File: src/rtl/cga_vram_arbiter_if.sv
// ---------------------------------------------------------------------------
// cga_vram_arbiter_if
//   Bus bundle between the CGA VRAM arbiter and its neighbours.
//   Display path : disp_slot, disp_addr                  (sequencer -> arbiter)
//   ISA CPU path : cpu_memr_l, cpu_memw_l, cpu_cs,
//                  cpu_addr, cpu_wdata                   (ISA -> arbiter)
//                  cpu_rdata, cpu_rdata_vld, bus_rdy     (arbiter -> ISA)
//   VRAM pins    : ram_a, ram_we_l, ram_dout             (arbiter -> VRAM)
//                  ram_din                               (VRAM -> arbiter)
//   Status       : timeout_err                           (arbiter -> system)
//   slave  modport = the arbiter itself
//   master modport = the surrounding system (sequencer, ISA glue, VRAM)
// ---------------------------------------------------------------------------
interface cga_vram_arbiter_if;
    logic        disp_slot;
    logic [18:0] disp_addr;
    logic        cpu_memr_l;
    logic        cpu_memw_l;
    logic        cpu_cs;
    logic [14:0] cpu_addr;
    logic [7:0]  cpu_wdata;
    logic [7:0]  cpu_rdata;
    logic        cpu_rdata_vld;
    logic        bus_rdy;
    logic [18:0] ram_a;
    logic        ram_we_l;
    logic [7:0]  ram_dout;
    logic [7:0]  ram_din;
    logic        timeout_err;

    modport slave (
        input  disp_slot, disp_addr,
        input  cpu_memr_l, cpu_memw_l, cpu_cs, cpu_addr, cpu_wdata,
        output cpu_rdata, cpu_rdata_vld, bus_rdy,
        output ram_a, ram_we_l, ram_dout,
        input  ram_din,
        output timeout_err
    );

    modport master (
        output disp_slot, disp_addr,
        output cpu_memr_l, cpu_memw_l, cpu_cs, cpu_addr, cpu_wdata,
        input  cpu_rdata, cpu_rdata_vld, bus_rdy,
        input  ram_a, ram_we_l, ram_dout,
        output ram_din,
        input  timeout_err
    );
endinterface

File: src/rtl/cga_vram_arbiter.sv
// ---------------------------------------------------------------------------
// cga_vram_arbiter
//   Shares the single-port CGA video RAM between display fetch and ISA CPU
//   memory cycles. Display always wins; a CPU access waits for a free slot,
//   performs one RAM cycle and holds the ISA bus in wait states (bus_rdy=0)
//   until the access completes.
// Ports
//   i_clk      system clock
//   i_reset_l  synchronous active-low reset
//   io_bus     cga_vram_arbiter_if.slave (display, ISA, VRAM, status signals)
// Parameters
//   USE_BUS_WAIT  1: hold bus_rdy low during an access; 0: bus_rdy tied high
//   VRAM_AW       CPU address bits forwarded to VRAM (14 = 16K mirror, 15 = 32K)
//   TIMEOUT       WAIT_SLOT cycles tolerated before the access is aborted
// ---------------------------------------------------------------------------
module cga_vram_arbiter #(
    parameter bit USE_BUS_WAIT = 1'b1,
    parameter int VRAM_AW      = 14,
    parameter int TIMEOUT      = 63
) (
    input  logic                 i_clk,
    input  logic                 i_reset_l,
    cga_vram_arbiter_if.slave    io_bus
);

    localparam logic [2:0] S_IDLE    = 3'd0;
    localparam logic [2:0] S_WAIT    = 3'd1;
    localparam logic [2:0] S_ACCESS  = 3'd2;
    localparam logic [2:0] S_CAPTURE = 3'd3;
    localparam logic [2:0] S_DONE    = 3'd4;

    localparam logic [5:0] TO_CNT = 6'(TIMEOUT);

    // Strobe synchronisers (ISA strobes are asynchronous to i_clk)
    logic               r_memr_s1, r_memr_s2;
    logic               r_memw_s1, r_memw_s2;

    logic [2:0]         r_state;
    logic [VRAM_AW-1:0] r_addr;
    logic [7:0]         r_wdata;
    logic               r_is_wr;
    logic [5:0]         r_wait_cnt;
    logic               r_bus_rdy;
    logic [7:0]         r_rdata;
    logic               r_rdata_vld;
    logic               r_timeout_err;

    logic               w_rd_req;
    logic               w_wr_req;
    logic               w_req;
    logic               w_strobe_held;
    logic               w_ram_we;
    logic               w_unused_addr;

    assign w_rd_req = io_bus.cpu_cs & ~r_memr_s2;
    assign w_wr_req = io_bus.cpu_cs & ~r_memw_s2;
    assign w_req    = w_rd_req | w_wr_req;

    // The access stays alive only while the strobe that started it is held.
    assign w_strobe_held = r_is_wr ? ~r_memw_s2 : ~r_memr_s2;

    // Write strobe is combinational so display can steal ACCESS the same cycle.
    assign w_ram_we = (r_state == S_ACCESS) & r_is_wr & ~io_bus.disp_slot;

    // Upper CPU address bits are intentionally dropped in the 16K mirror build.
    assign w_unused_addr = &{1'b0, io_bus.cpu_addr};

    always_ff @(posedge i_clk) begin
        if (!i_reset_l) begin
            r_memr_s1     <= 1'b1;
            r_memr_s2     <= 1'b1;
            r_memw_s1     <= 1'b1;
            r_memw_s2     <= 1'b1;
            r_state       <= S_IDLE;
            r_addr        <= '0;
            r_wdata       <= 8'h00;
            r_is_wr       <= 1'b0;
            r_wait_cnt    <= 6'd0;
            r_bus_rdy     <= 1'b1;
            r_rdata       <= 8'h00;
            r_rdata_vld   <= 1'b0;
            r_timeout_err <= 1'b0;
        end else begin
            r_memr_s1 <= io_bus.cpu_memr_l;
            r_memr_s2 <= r_memr_s1;
            r_memw_s1 <= io_bus.cpu_memw_l;
            r_memw_s2 <= r_memw_s1;

            case (r_state)
                S_IDLE: begin
                    if (w_req) begin
                        r_addr      <= io_bus.cpu_addr[VRAM_AW-1:0];
                        r_is_wr     <= w_wr_req;   // write wins if both strobes low
                        if (w_wr_req)
                            r_wdata <= io_bus.cpu_wdata;
                        r_bus_rdy   <= 1'b0;
                        r_rdata_vld <= 1'b0;
                        r_wait_cnt  <= 6'd0;
                        r_state     <= S_WAIT;
                    end
                end

                S_WAIT: begin
                    if (!w_strobe_held) begin
                        // CPU gave up: abandon without touching VRAM
                        r_bus_rdy <= 1'b1;
                        r_state   <= S_IDLE;
                    end else if (!io_bus.disp_slot) begin
                        r_state <= S_ACCESS;
                    end else if (r_wait_cnt == TO_CNT) begin
                        r_rdata       <= 8'hFF;
                        r_rdata_vld   <= ~r_is_wr;
                        r_timeout_err <= 1'b1;
                        r_bus_rdy     <= 1'b1;
                        r_state       <= S_DONE;
                    end else begin
                        r_wait_cnt <= r_wait_cnt + 6'd1;
                    end
                end

                S_ACCESS: begin
                    if (io_bus.disp_slot) begin
                        // Display took the cycle; retry on the next free slot
                        r_wait_cnt <= 6'd0;
                        r_state    <= S_WAIT;
                    end else if (r_is_wr) begin
                        r_bus_rdy <= 1'b1;
                        r_state   <= S_DONE;
                    end else begin
                        r_state <= S_CAPTURE;
                    end
                end

                S_CAPTURE: begin
                    // RAM data for the ACCESS-cycle address arrives now
                    r_rdata     <= io_bus.ram_din;
                    r_rdata_vld <= 1'b1;
                    r_bus_rdy   <= 1'b1;
                    r_state     <= S_DONE;
                end

                S_DONE: begin
                    if (!w_strobe_held) begin
                        r_rdata_vld <= 1'b0;
                        r_state     <= S_IDLE;
                    end
                end

                default: r_state <= S_IDLE;
            endcase
        end
    end

    assign io_bus.ram_a         = io_bus.disp_slot ? io_bus.disp_addr
                                                   : {{(19-VRAM_AW){1'b0}}, r_addr};
    assign io_bus.ram_we_l      = ~w_ram_we;
    assign io_bus.ram_dout      = r_wdata;
    assign io_bus.cpu_rdata     = r_rdata;
    assign io_bus.cpu_rdata_vld = r_rdata_vld;
    assign io_bus.bus_rdy       = USE_BUS_WAIT ? r_bus_rdy : 1'b1;
    assign io_bus.timeout_err   = r_timeout_err;

endmodule
File: src/flat_wrapper.sv
// flat-port wrapper written by rule: the top's interface ports become plain ports
module cga_vram_arbiter_flat 
#(
    parameter bit USE_BUS_WAIT = 1'b1,
    parameter int VRAM_AW      = 14,
    parameter int TIMEOUT      = 63
)
  (i_clk, i_reset_l, io_bus_disp_slot, io_bus_disp_addr, io_bus_cpu_memr_l, io_bus_cpu_memw_l, io_bus_cpu_cs, io_bus_cpu_addr, io_bus_cpu_wdata, io_bus_cpu_rdata, io_bus_cpu_rdata_vld, io_bus_bus_rdy, io_bus_ram_a, io_bus_ram_we_l, io_bus_ram_dout, io_bus_ram_din, io_bus_timeout_err);
  cga_vram_arbiter_if io_bus_i ();
  input  logic i_clk;
  input  logic i_reset_l;
  input wire logic [$bits(io_bus_i.disp_slot)-1:0] io_bus_disp_slot;
  input wire logic [$bits(io_bus_i.disp_addr)-1:0] io_bus_disp_addr;
  input wire logic [$bits(io_bus_i.cpu_memr_l)-1:0] io_bus_cpu_memr_l;
  input wire logic [$bits(io_bus_i.cpu_memw_l)-1:0] io_bus_cpu_memw_l;
  input wire logic [$bits(io_bus_i.cpu_cs)-1:0] io_bus_cpu_cs;
  input wire logic [$bits(io_bus_i.cpu_addr)-1:0] io_bus_cpu_addr;
  input wire logic [$bits(io_bus_i.cpu_wdata)-1:0] io_bus_cpu_wdata;
  output wire logic [$bits(io_bus_i.cpu_rdata)-1:0] io_bus_cpu_rdata;
  output wire logic [$bits(io_bus_i.cpu_rdata_vld)-1:0] io_bus_cpu_rdata_vld;
  output wire logic [$bits(io_bus_i.bus_rdy)-1:0] io_bus_bus_rdy;
  output wire logic [$bits(io_bus_i.ram_a)-1:0] io_bus_ram_a;
  output wire logic [$bits(io_bus_i.ram_we_l)-1:0] io_bus_ram_we_l;
  output wire logic [$bits(io_bus_i.ram_dout)-1:0] io_bus_ram_dout;
  input wire logic [$bits(io_bus_i.ram_din)-1:0] io_bus_ram_din;
  output wire logic [$bits(io_bus_i.timeout_err)-1:0] io_bus_timeout_err;
  assign io_bus_i.disp_slot = io_bus_disp_slot;
  assign io_bus_i.disp_addr = io_bus_disp_addr;
  assign io_bus_i.cpu_memr_l = io_bus_cpu_memr_l;
  assign io_bus_i.cpu_memw_l = io_bus_cpu_memw_l;
  assign io_bus_i.cpu_cs = io_bus_cpu_cs;
  assign io_bus_i.cpu_addr = io_bus_cpu_addr;
  assign io_bus_i.cpu_wdata = io_bus_cpu_wdata;
  assign io_bus_cpu_rdata = io_bus_i.cpu_rdata;
  assign io_bus_cpu_rdata_vld = io_bus_i.cpu_rdata_vld;
  assign io_bus_bus_rdy = io_bus_i.bus_rdy;
  assign io_bus_ram_a = io_bus_i.ram_a;
  assign io_bus_ram_we_l = io_bus_i.ram_we_l;
  assign io_bus_ram_dout = io_bus_i.ram_dout;
  assign io_bus_i.ram_din = io_bus_ram_din;
  assign io_bus_timeout_err = io_bus_i.timeout_err;
  cga_vram_arbiter #(.USE_BUS_WAIT(USE_BUS_WAIT), .VRAM_AW(VRAM_AW), .TIMEOUT(TIMEOUT)) u_core (.i_clk(i_clk), .i_reset_l(i_reset_l), .io_bus(io_bus_i));
endmodule
File: config.mk
export PLATFORM = sky130hd
export DESIGN_NAME = cga_vram_arbiter_flat
export DESIGN_NICKNAME = d
export VERILOG_FILES = /design/src/rtl/cga_vram_arbiter_if.sv /design/src/rtl/cga_vram_arbiter.sv /design/src/flat_wrapper.sv
export SDC_FILE = /design/constraint.sdc
export NUM_CORES = 1
export LEC_CHECK = 0
export BUFFER_PORTS_ARGS = -buffer_cell sky130_fd_sc_hd__buf_2
export CORE_ASPECT_RATIO = 1.5
export CORE_MARGIN = 2
export CORE_UTILIZATION = 47
export CTS_CLUSTER_DIAMETER = 200
export DETAILED_ROUTE_END_ITERATION = 8
export PLACE_DENSITY = 0.76
export SLEW_MARGIN = 25
export SYNTH_ARGS = -nofsm -noshare
export SYNTH_HDL_FRONTEND = slang
export SYNTH_SLANG_ARGS = --single-unit
File: constraint.sdc
create_clock -name i_clk -period 1.9 [get_ports i_clk]
set_input_delay 0.19 -clock i_clk [delete_from_list [all_inputs] [get_ports i_clk]]
set_output_delay 0.19 -clock i_clk [all_outputs]
set_load 0.01 [all_outputs]
==> qor.txt <==
outcome -> finished, final reports clean
boundary pin count -> 95
CTS buffer count -> 5
Worst Path Arrival -> 2060 ps
Comb power frac -> 0.146
Clk pwr share -> 0.323
critical path type -> reg -> reg
Crit. End Element -> register
WL final -> 5.23 mm
post-synth net total -> 301
Die Ht -> 88.0 um
number of hold buffers added after CTS -> 0
Power Internal -> 1.45 mW
max_cap viols -> 0
Final Critical Period -> 1820 ps
most frequent cells in the layout -> buf_2, dfxtp_1, nand2_1, a21oi_1, mux2i_1
vias -> 2108
drt first pass iters -> 4
Layout Utilization -> 0.637
period utilization -> 0.957
Slew @ Worst Pin -> 408 ps
area delta synth->final -> 30.7%
fillers -> 408
core area -> 0.00454 sq mm
Leak -> 1.32 nW
worst rel slew slack -> 0.728
P_sw -> 0.500 mW
max-slew violation count -> 0
Synth Cell Area -> 0.00221 sq mm
CP startpoint kind -> register
Clock Skew -> 9.69 ps
Die Area -> 0.00529 sq mm
DRC errors left -> 0
power per cell area -> 673 mW/mm^2
initial core utilization -> 0.487
required time of the critical path -> 2140 ps
register area share after synthesis -> 0.425
Worst Hold Slack -> 61.8 ps
Mapped Cells -> 244
Yosys Warn Count -> 0
global placer's final weighted congestion -> 0.884
GRT Util Overall -> 0.206
routed wire length per instance -> 12.9 um
Root Buffer Master -> clkbuf_8
Worst-Skew Late Latency -> 300 ps
post-synthesis cell type count -> 45
layout cell share with drive strength beyond 1 -> 0.417
final setup fails -> 0
number of global-route vias before repair -> 1994
setup TNS -> 0 ps
Bufs on Longest Clock Path -> 2
vias per cell -> 5.18
CP max FO -> 8
die width -> 60.0 um
first-pass GRT wire length -> 8.48 mm
GR Overflow Total -> 0
Port Buffers -> 93
commonest non-fill, non-tap cell in the layout -> buf_2
Syn Area/Cell -> 9.07 sq um
sw frac -> 0.257
clock slew at reported path FFs -> 90 ps
Inserted Diodes -> 0
final net count -> 400
multi-input combinational cell area -> 0.00119 sq mm
RSZ-0062 raised after global routing -> no
CTS H-tree depth -> 2
peak supply drop -> 421 uV
fmax -> 0.550 GHz
initial antenna violation count -> 0
FF+latch count, synth -> 47
largest net degree at the start of global routing -> 23
Detailed Place HPWL -> 4.03 mm
Register Area -> 941 sq um
CTS tree -> yes
row count -> 30
post-route ant nets -> 0
Iter 0 DRT Violations -> 59
clock net sink count -> 47
Fin. Hold Viols -> 0
worst hold-check path type -> in -> reg
Flop pwr share -> 0.531
power groups by stage:
stage	Clock, mW	Combinational (mW)	Sequential (mW)
2_1_floorplan	0	0.163	1.05
3_3_place_gp	0	0.279	1.05
3_5_place_dp	0	0.286	1.06
4_1_cts	0.637	0.287	1.03
5_1_grt	0.682	0.314	1.04
6_report	0.629	0.285	1.03
registers in the layout, summed over array words and instances, names as in the netlist:
signal / count
u_core.r_is_wr: 1
u_core.io_bus.ram_dout: 8
u_core.r_memw_s1: 1
u_core.r_wait_cnt: 6
u_core.r_memr_s2: 1
u_core.io_bus.cpu_rdata_vld: 1
u_core.io_bus.bus_rdy: 1
u_core.r_memr_s1: 1
u_core.io_bus.cpu_rdata: 8
u_core.r_memw_s2: 1
u_core.io_bus.timeout_err: 1
u_core.r_addr: 14
u_core.r_state: 3
kinds of logic (layout without fill, tap and decap cells):
logic type | after synthesis | in the layout | synth area share
buffers and inverters | 20 | 119 | 0.0390
multiplexers | 31 | 31 | 0.150
AO/OA/AOI/OAI | 50 | 50 | 0.172
adder cells (fa/ha/maj) | 1 | 1 | 0.00565
flip-flops | 47 | 47 | 0.425
AND/OR/NAND/NOR | 95 | 95 | 0.207
through the flow:
step | setup WS (ps) | total power [mW] | cells | cell area (sq um)
6_report | 82.0 | 1.95 | 407 | 2890
3_3_place_gp | 136 | 1.33 | 400 | 2800
4_1_cts | 87.7 | 1.96 | 407 | 2890
2_1_floorplan | 170 | 1.21 | 244 | 2210
5_1_grt | 22.9 | 2.03 | 407 | 2890
3_5_place_dp | 122 | 1.34 | 400 | 2800
area by class of cell:
type,count,area share
Clock buffer,6,0.0285
Timing Repair Buffer,107,0.197
Tap cell,64,0.0277
Multi-Input combinational cell,177,0.412
Sequential cell,47,0.325
Clock inverter,1,0.00303
Inverter,5,0.00649
routing by layer:
layer	vias up	track usage	wire length (um)
met4	0	0.0828	84
met2	76	0.360	2650
li1	1055	-	-
met1	970	0.238	2160
met3	7	0.0473	335
met5	-	0	0
synthesized netlist by cell type:
cell type,n,area [sq um]
dfxtp_1,47,941
nand2_1,45,169
a21oi_1,19,95.1
mux2i_1,16,160
mux2_2,14,158
nor2_1,14,52.6
nand2b_1,11,68.8
clkbuf_1,10,37.5
o221a_2,8,90.1
and2_1,6,37.5
a211oi_1,5,37.5
nand3_1,5,25.0
inv_1,4,15.0
nor4_1,4,25.0
buf_2,3,15.0
o21a_1,3,22.5
o21ai_0,2,10.0
a2111oi_2,1,15.0
a211o_1,1,8.76
a21bo_2,1,10.0
a21boi_0,1,7.51
a21oi_4,1,16.3
a221o_1,1,10.0
a22oi_1,1,7.51
a31oi_1,1,6.26
a32oi_1,1,8.76
and3_1,1,6.26
buf_1,1,3.75
buf_6,1,11.3
clkinv_1,1,3.75
ha_1,1,12.5
mux2_4,1,15.0
nand3b_1,1,7.51
nor2b_1,1,6.26
nor3_1,1,5.00
nor3b_2,1,12.5
nor4b_1,1,8.76
nor4bb_1,1,10.0
o2111a_1,1,11.3
o211ai_1,1,7.51
o22a_1,1,8.76
o32ai_1,1,8.76
or2b_1,1,7.51
or3_1,1,6.26
or4_4,1,11.3
critical path, cell delays in order (launching register included):
cell and delay, ps:
dfxtp_1 410, mux2_4 320, or4_4 540, a21oi_4 270, o221a_2 220
timing repair:
action / CTS / global route
gates resized for setup: 0 / 1
endpoints found under the setup margin: 0 / 3
setup buffers: 0 / 0
worst paths after layout:
kind	from	to	slack (ps)	cells past startpoint
setup / recovery	u_core.r_is_wr	u_core.io_bus.cpu_rdata[6]	80	4
hold / removal	io_bus_cpu_memw_l	u_core.r_memw_s1	60	2
setup reg to reg	u_core.r_is_wr	u_core.io_bus.cpu_rdata[6]	80	4
hold reg to reg	u_core.r_memr_s1	u_core.r_memr_s2	430	1
Note: power is estimated with default switching activity, not from simulation.
